$ cat src/rtl/player_pkg.sv
// Shared types and playfield constants for the player motion controller.
package player_pkg;

  typedef logic [9:0] coord_t;

  typedef enum logic [1:0] {
    ST_FREE    = 2'd0,
    ST_STUNNED = 2'd1,
    ST_EXPIRED = 2'd2
  } stun_state_t;

  localparam int unsigned X_MIN_PX = 144;
  localparam int unsigned X_MAX_PX = 660;
  localparam int unsigned Y_MIN_PX = 35;
  localparam int unsigned Y_MAX_PX = 515;

  localparam int unsigned BLK_LEFT  = 0;
  localparam int unsigned BLK_RIGHT = 1;
  localparam int unsigned BLK_DOWN  = 2;
  localparam int unsigned BLK_UP    = 3;

endpackage

$ cat src/rtl/player_motion_ctrl_tick_divider.sv
// Wrapping divide-by-DIV counter; tick is high on the cycle it wraps.
module tick_divider #(
  parameter int unsigned DIV = 4
) (
  input  logic clk,
  input  logic rst,
  input  logic en,
  input  logic clr,
  output logic tick
);

  localparam int unsigned CW = (DIV > 1) ? $clog2(DIV) : 1;
  localparam logic [CW-1:0] LAST = CW'(DIV - 1);

  logic [CW-1:0] cnt_q, cnt_d;

  always_comb begin
    tick  = en && (cnt_q == LAST);
    cnt_d = cnt_q;
    if (clr)
      cnt_d = '0;
    else if (en)
      cnt_d = tick ? '0 : cnt_q + 1'b1;
  end

  always_ff @(posedge clk) begin
    if (rst)
      cnt_q <= '0;
    else
      cnt_q <= cnt_d;
  end

endmodule

$ cat src/rtl/player_motion_ctrl.sv
// Player position, stun FSM and blocker proximity flags.
// Build option: PLAYER_DIAGONAL_EN lets both axes move on one tick.
module player_motion_ctrl
  import player_pkg::*;
#(
  parameter int unsigned PLAYER_RADIUS = 25,
  parameter int unsigned INIT_X        = 400,
  parameter int unsigned INIT_Y        = 300,
  parameter int unsigned X_MIN         = X_MIN_PX,
  parameter int unsigned X_MAX         = X_MAX_PX,
  parameter int unsigned Y_MIN         = Y_MIN_PX,
  parameter int unsigned Y_MAX         = Y_MAX_PX,
  parameter int unsigned STEP_DIV      = 200000,
  parameter int unsigned CLK_PER_SEC   = 50000000,
  parameter int unsigned STUN_SECONDS  = 10,
  parameter int unsigned NUM_BLOCKERS  = 2
) (
  input  logic                      clk,
  input  logic                      rst,
  input  logic                      btn_left_n,
  input  logic                      btn_right_n,
  input  logic                      btn_up_n,
  input  logic                      btn_down_n,
  input  logic                      bludged,
  input  logic [10*NUM_BLOCKERS-1:0] blk_x,
  input  logic [10*NUM_BLOCKERS-1:0] blk_y,
  output logic [9:0]                pos_x,
  output logic [9:0]                pos_y,
  output logic [4:0]                stun_time,
  output logic                      stun_done,
  output logic [3:0]                blocked
);

  localparam coord_t X_LO = coord_t'(X_MIN + PLAYER_RADIUS);
  localparam coord_t X_HI = coord_t'(X_MAX - PLAYER_RADIUS);
  localparam coord_t Y_LO = coord_t'(Y_MIN + PLAYER_RADIUS);
  localparam coord_t Y_HI = coord_t'(Y_MAX - PLAYER_RADIUS);
  localparam logic [20:0] NEAR2 =
    21'((2*PLAYER_RADIUS + 2) * (2*PLAYER_RADIUS + 2));
  localparam logic [4:0] STUN_INIT = 5'(STUN_SECONDS);

  stun_state_t state_q, state_d;
  coord_t      pos_x_q, pos_x_d;
  coord_t      pos_y_q, pos_y_d;
  logic [4:0]  stun_q, stun_d;
  logic        done_q, done_d;
  logic [3:0]  blocked_q, blocked_d;
  logic        step_tick, sec_tick;
  logic        stunned;

  assign stunned = (state_q == ST_STUNNED);

  tick_divider #(.DIV(STEP_DIV)) u_step_div (
    .clk  (clk),
    .rst  (rst),
    .en   (1'b1),
    .clr  (1'b0),
    .tick (step_tick)
  );

  tick_divider #(.DIV(CLK_PER_SEC)) u_sec_div (
    .clk  (clk),
    .rst  (rst),
    .en   (stunned),
    .clr  (!stunned),
    .tick (sec_tick)
  );

  always_comb begin
    coord_t      bx, by, dx, dy;
    logic [20:0] dist2;
    bx        = '0;
    by        = '0;
    dx        = '0;
    dy        = '0;
    dist2     = '0;
    blocked_d = '0;
    for (int i = 0; i < NUM_BLOCKERS; i++) begin
      bx    = blk_x[10*i +: 10];
      by    = blk_y[10*i +: 10];
      dx    = (pos_x_q > bx) ? pos_x_q - bx : bx - pos_x_q;
      dy    = (pos_y_q > by) ? pos_y_q - by : by - pos_y_q;
      dist2 = 21'(dx) * 21'(dx) + 21'(dy) * 21'(dy);
      if (dist2 < NEAR2) begin
        if (pos_x_q > bx) blocked_d[BLK_LEFT]  = 1'b1;
        else              blocked_d[BLK_RIGHT] = 1'b1;
        if (pos_y_q > by) blocked_d[BLK_UP]    = 1'b1;
        else              blocked_d[BLK_DOWN]  = 1'b1;
      end
    end
    if (state_q != ST_FREE)
      blocked_d = 4'hF;
  end

  always_comb begin
    logic req_r, req_l, req_u, req_d, v_en;
    req_r = !btn_right_n && btn_left_n;
    req_l = !btn_left_n  && btn_right_n;
    req_d = !btn_down_n  && btn_up_n;
    req_u = !btn_up_n    && btn_down_n;
`ifdef PLAYER_DIAGONAL_EN
    v_en = 1'b1;
`else
    v_en = !(req_r || req_l);
`endif
    pos_x_d = pos_x_q;
    pos_y_d = pos_y_q;
    if (state_q == ST_FREE && step_tick) begin
      if (req_r && !blocked_q[BLK_RIGHT] && pos_x_q < X_HI)
        pos_x_d = pos_x_q + 1'b1;
      else if (req_l && !blocked_q[BLK_LEFT] && pos_x_q > X_LO)
        pos_x_d = pos_x_q - 1'b1;
      if (v_en) begin
        if (req_d && !blocked_q[BLK_DOWN] && pos_y_q < Y_HI)
          pos_y_d = pos_y_q + 1'b1;
        else if (req_u && !blocked_q[BLK_UP] && pos_y_q > Y_LO)
          pos_y_d = pos_y_q - 1'b1;
      end
    end
  end

  always_comb begin
    state_d = state_q;
    stun_d  = stun_q;
    done_d  = done_q;
    unique case (state_q)
      ST_FREE: begin
        stun_d = STUN_INIT;
        done_d = 1'b0;
        if (bludged) state_d = ST_STUNNED;
      end
      ST_STUNNED: begin
        if (!bludged) begin
          state_d = ST_FREE;
          stun_d  = STUN_INIT;
        end else if (sec_tick) begin
          stun_d = (stun_q == 5'd0) ? 5'd0 : stun_q - 1'b1;
          // Expire on the same edge that reaches zero
          if (stun_q <= 5'd1) begin
            state_d = ST_EXPIRED;
            done_d  = 1'b1;
          end
        end
      end
      ST_EXPIRED: begin
        if (!bludged) begin
          state_d = ST_FREE;
          stun_d  = STUN_INIT;
          done_d  = 1'b0;
        end
      end
      default: state_d = ST_FREE;
    endcase
  end

  always_ff @(posedge clk) begin
    if (rst) begin
      state_q   <= ST_FREE;
      pos_x_q   <= coord_t'(INIT_X);
      pos_y_q   <= coord_t'(INIT_Y);
      stun_q    <= STUN_INIT;
      done_q    <= 1'b0;
      blocked_q <= 4'h0;
    end else begin
      state_q   <= state_d;
      pos_x_q   <= pos_x_d;
      pos_y_q   <= pos_y_d;
      stun_q    <= stun_d;
      done_q    <= done_d;
      blocked_q <= blocked_d;
    end
  end

  assign pos_x     = pos_x_q;
  assign pos_y     = pos_y_q;
  assign stun_time = stun_q;
  assign stun_done = done_q;
  assign blocked   = blocked_q;

endmodule

$ cat config.mk
export PLATFORM = sky130hd
export DESIGN_NAME = player_motion_ctrl
export DESIGN_NICKNAME = d
export VERILOG_FILES = /design/src/rtl/player_pkg.sv /design/src/rtl/player_motion_ctrl_tick_divider.sv /design/src/rtl/player_motion_ctrl.sv
export SDC_FILE = /design/constraint.sdc
export NUM_CORES = 1
export LEC_CHECK = 0
export BUFFER_PORTS_ARGS = -buffer_cell sky130_fd_sc_hd__buf_4
export CAP_MARGIN = 20
export CORE_UTILIZATION = 58
export CTS_CLUSTER_DIAMETER = 80
export DETAILED_ROUTE_END_ITERATION = 16
export PLACE_DENSITY_LB_ADDON = 0.1
export SYNTH_ARGS = -nofsm -noshare
export SYNTH_HDL_FRONTEND = slang
export SYNTH_SLANG_ARGS = --single-unit
$ cat constraint.sdc
create_clock -name clk -period 17.1 [get_ports clk]
set_input_delay 3.42 -clock clk [delete_from_list [all_inputs] [get_ports clk]]
set_output_delay 3.42 -clock clk [all_outputs]
set_load 0.02 [all_outputs]
==> flow_metrics.tcl <==
set metrics [dict create \
    status "finished clean" \
    synth_top_area_share 0.284 \
    wl_per_cell_um 17.0 \
    cts_max_path_buffers 2 \
    place_congestion 0.908 \
    tightest_slew_ns 1.05 \
    syn-cell-area_um2 19100 \
    htreeDepth 3 \
    synth_largest_area_cell "fa_1" \
    synth_cell_types 96 \
    viasPerCell 5.59 \
    seq_area_frac_synth 0.0796 \
    cts_buffers 9 \
    reg2reg_depth 37 \
    ys_seq_elements 76 \
    area_growth_syn_to_layout_pct 7.28 \
    cp-end-kind "flop" \
    io_buffers 76 \
    start_util 0.589 \
    die_w_um 184 \
    design.die.area_um2 33700 \
    fin_setup_tns_ns 0 \
    finalCritPeriodShare 0.779 \
    rsz0062_at_grt "no" \
    grt_pass1_wl_mm 79.7 \
    synth_top_family_by_area "adder cells" \
    cts_resized 0 \
    synthXorXnorAreaFrac 0.0563 \
    diodes 0 \
    drc 0 \
    crit_family "adder cells" \
    drive_above_1_share 0.0831 \
    coreArea_um2 32500 \
    synth_edf_count 0 \
    cts_root_buf "clkbuf_16" \
    critPathBufInv 5 \
    synthMostInstantiatedCell "inv_1" \
    syn_inst 2262 \
    synth.area.mux_share 0.0178 \
    path_class "in -> reg" \
    final_max_slew_viol_count 0 \
    min_path_type "reg -> reg" \
    grt_util_all_layers 0.297 \
    slowest_delay_ns 0.64 \
    drv_cap 0 \
    synth_top_cells_by_area "fa_1 28%, ha_1 17%, inv_1 9.0%" \
    hold_depth 1 \
    slowest_stage "nor4_2" \
    post_synth_and_or_nand_nor_area_fraction 0.157 \
    critPathMostFrequentCell "fa_1" \
    finalHoldViolations 0 \
    synth_ff_type "dfxtp_1" \
    cts_tree "built" \
    path_depth 35 \
    critPathMaxFanout 8 \
    synth_warnings 0 \
    synth_fa_ha_area_frac 0.455 \
    synth_compound_area_frac 0.132 \
    arrival_ns 13.61 \
    die_y_um 184 \
    async_flop_share 0 \
    postCtsSetupBuffers 0 \
    cts_sinks 76 \
    clock_skew_ns 0.0141 \
    hpwl_mm 40.4 \
    drt_first_iter_violations 769 \
    synthesis.nets 2842 \
    ant_nets 0 \
    first_pass_iters 5 \
    layout.nets 2898 \
    antenna_found_initial 0 \
    clk_latency_ns 0.36 \
    min_period_ns 13.32 \
    grt-ovfl-total 0 \
    grt_pass1_vias 16101 \
    routed_wl_mm 46.9 \
    routed-via-count 15455 \
    cts.clk_slew.worst_paths_ns 0.07 \
    cp-start-kind "input port" \
    slew_headroom 0.294 \
    grt_start_max_net_pins 27 \
    syn_area_per_cell_um2 8.45 \
    rows 66 \
    io_pins 77 \
    clock.fmax_mhz 75.1 \
    ctsHoldBuffers 0 \
    setup_viol 0 \
    crit_required_ns 17.40 \
    synth_common_cells "461 x inv_1, 271 x fa_1, 262 x ha_1" \
]
[path summary, 6_finish.rpt]
check | from | end | slack [ns]
hold / removal | u_step_div.cnt_q[0]$_SDFF_PP0_ | u_step_div.cnt_q[0]$_SDFF_PP0_ | 0.46
setup / recovery | blk_y[10] | blocked[3]$_SDFF_PP0_ | 3.78
hold reg to reg | u_step_div.cnt_q[0]$_SDFF_PP0_ | u_step_div.cnt_q[0]$_SDFF_PP0_ | 0.46
setup reg to reg | pos_y[0]$_SDFFE_PP0P_ | blocked[3]$_SDFF_PP0_ | 6.09
[layout by cell type, fill, tap and decap left out, types with 37 or more instances in the layout]
cell type / netlist / routed
a21oi_1: 104 / 104
inv_1: 461 / 461
xnor2_1: 71 / 71
nand3_1: 50 / 50
nand2b_1: 37 / 37
ha_1: 262 / 262
o21ai_0: 64 / 63
dfxtp_1: 76 / 76
buf_4: 2 / 92
a21o_1: 53 / 53
fa_1: 271 / 271
xor2_1: 50 / 50
nand2_1: 117 / 117
nor2_1: 227 / 227
[state kept, by name (all words and copies together) (netlist names)]
name	flops
pos_x	10
u_sec_div.cnt_q	26
pos_y	10
u_step_div.cnt_q	18
blocked	4
stun_done	1
stun_time	5
state_q	2
[layer usage]
metal / vias to the layer above / GRT usage / routed length (µm)
met5: - / 0 / 0
met4: 0 / 0.0953 / 1280
met3: 79 / 0.0343 / 1910
met2: 353 / 0.517 / 23200
met1: 7576 / 0.384 / 20500
li1: 7447 / - / -
[layout make-up]
cell class | instances | area (µm²)
clock buffers | 10 | 239
clock inverters | 6 | 96.3
fillers | 2916 | 11900
inverters | 465 | 1750
multi-input cells | 1674 | 15700
flip-flops and latches | 76 | 1520
well taps | 442 | 553
repair buffers | 92 | 691
[cell families (layout without fill, tap and decap cells)]
family / count (synthesis) / after routing
AOI/OAI and AO/OA: 373 / 373
xor gates and xnor gates: 122 / 122
adders and majority gates: 533 / 533
buffers and inverters: 512 / 573
DFF: 76 / 76
muxes: 32 / 32
and+or+nand+nor: 614 / 614
[worst reg2reg max path: cells and delay by family, from the launching register on]
| kind | cells | cell delay [ns] |
|---|---|---|
| buffers and inverters | 9 | 1.15 |
| multiplexers | 1 | 0.45 |
| adder cells (fa/ha/maj) | 10 | 4.36 |
| flip-flops | 1 | 0.64 |
| AND/OR/NAND/NOR | 5 | 0.89 |
| AO/OA/AOI/OAI | 11 | 2.80 |
| XOR/XNOR | 1 | 0.65 |
[through the flow]
step / util / setup slack (ns) / hold slack, ns / instance area (µm²) / instances
6_report: 0.632 / 3.78 / 0.460 / 20500 / 2765
5_1_grt: 0.632 / 3.13 / 0.496 / 20500 / 2765
4_1_cts: 0.632 / 3.62 / 0.466 / 20500 / 2763
3_5_place_dp: 0.621 / 3.30 / 0.448 / 20200 / 2747
3_3_place_gp: 0.621 / 3.36 / 0.438 / 20200 / 2747
2_1_floorplan: - / 4.64 / 0.426 / 19100 / 2262
Power is not shown: default switching activity piles up to over one toggle a cycle in this logic, so the estimate is an artifact.
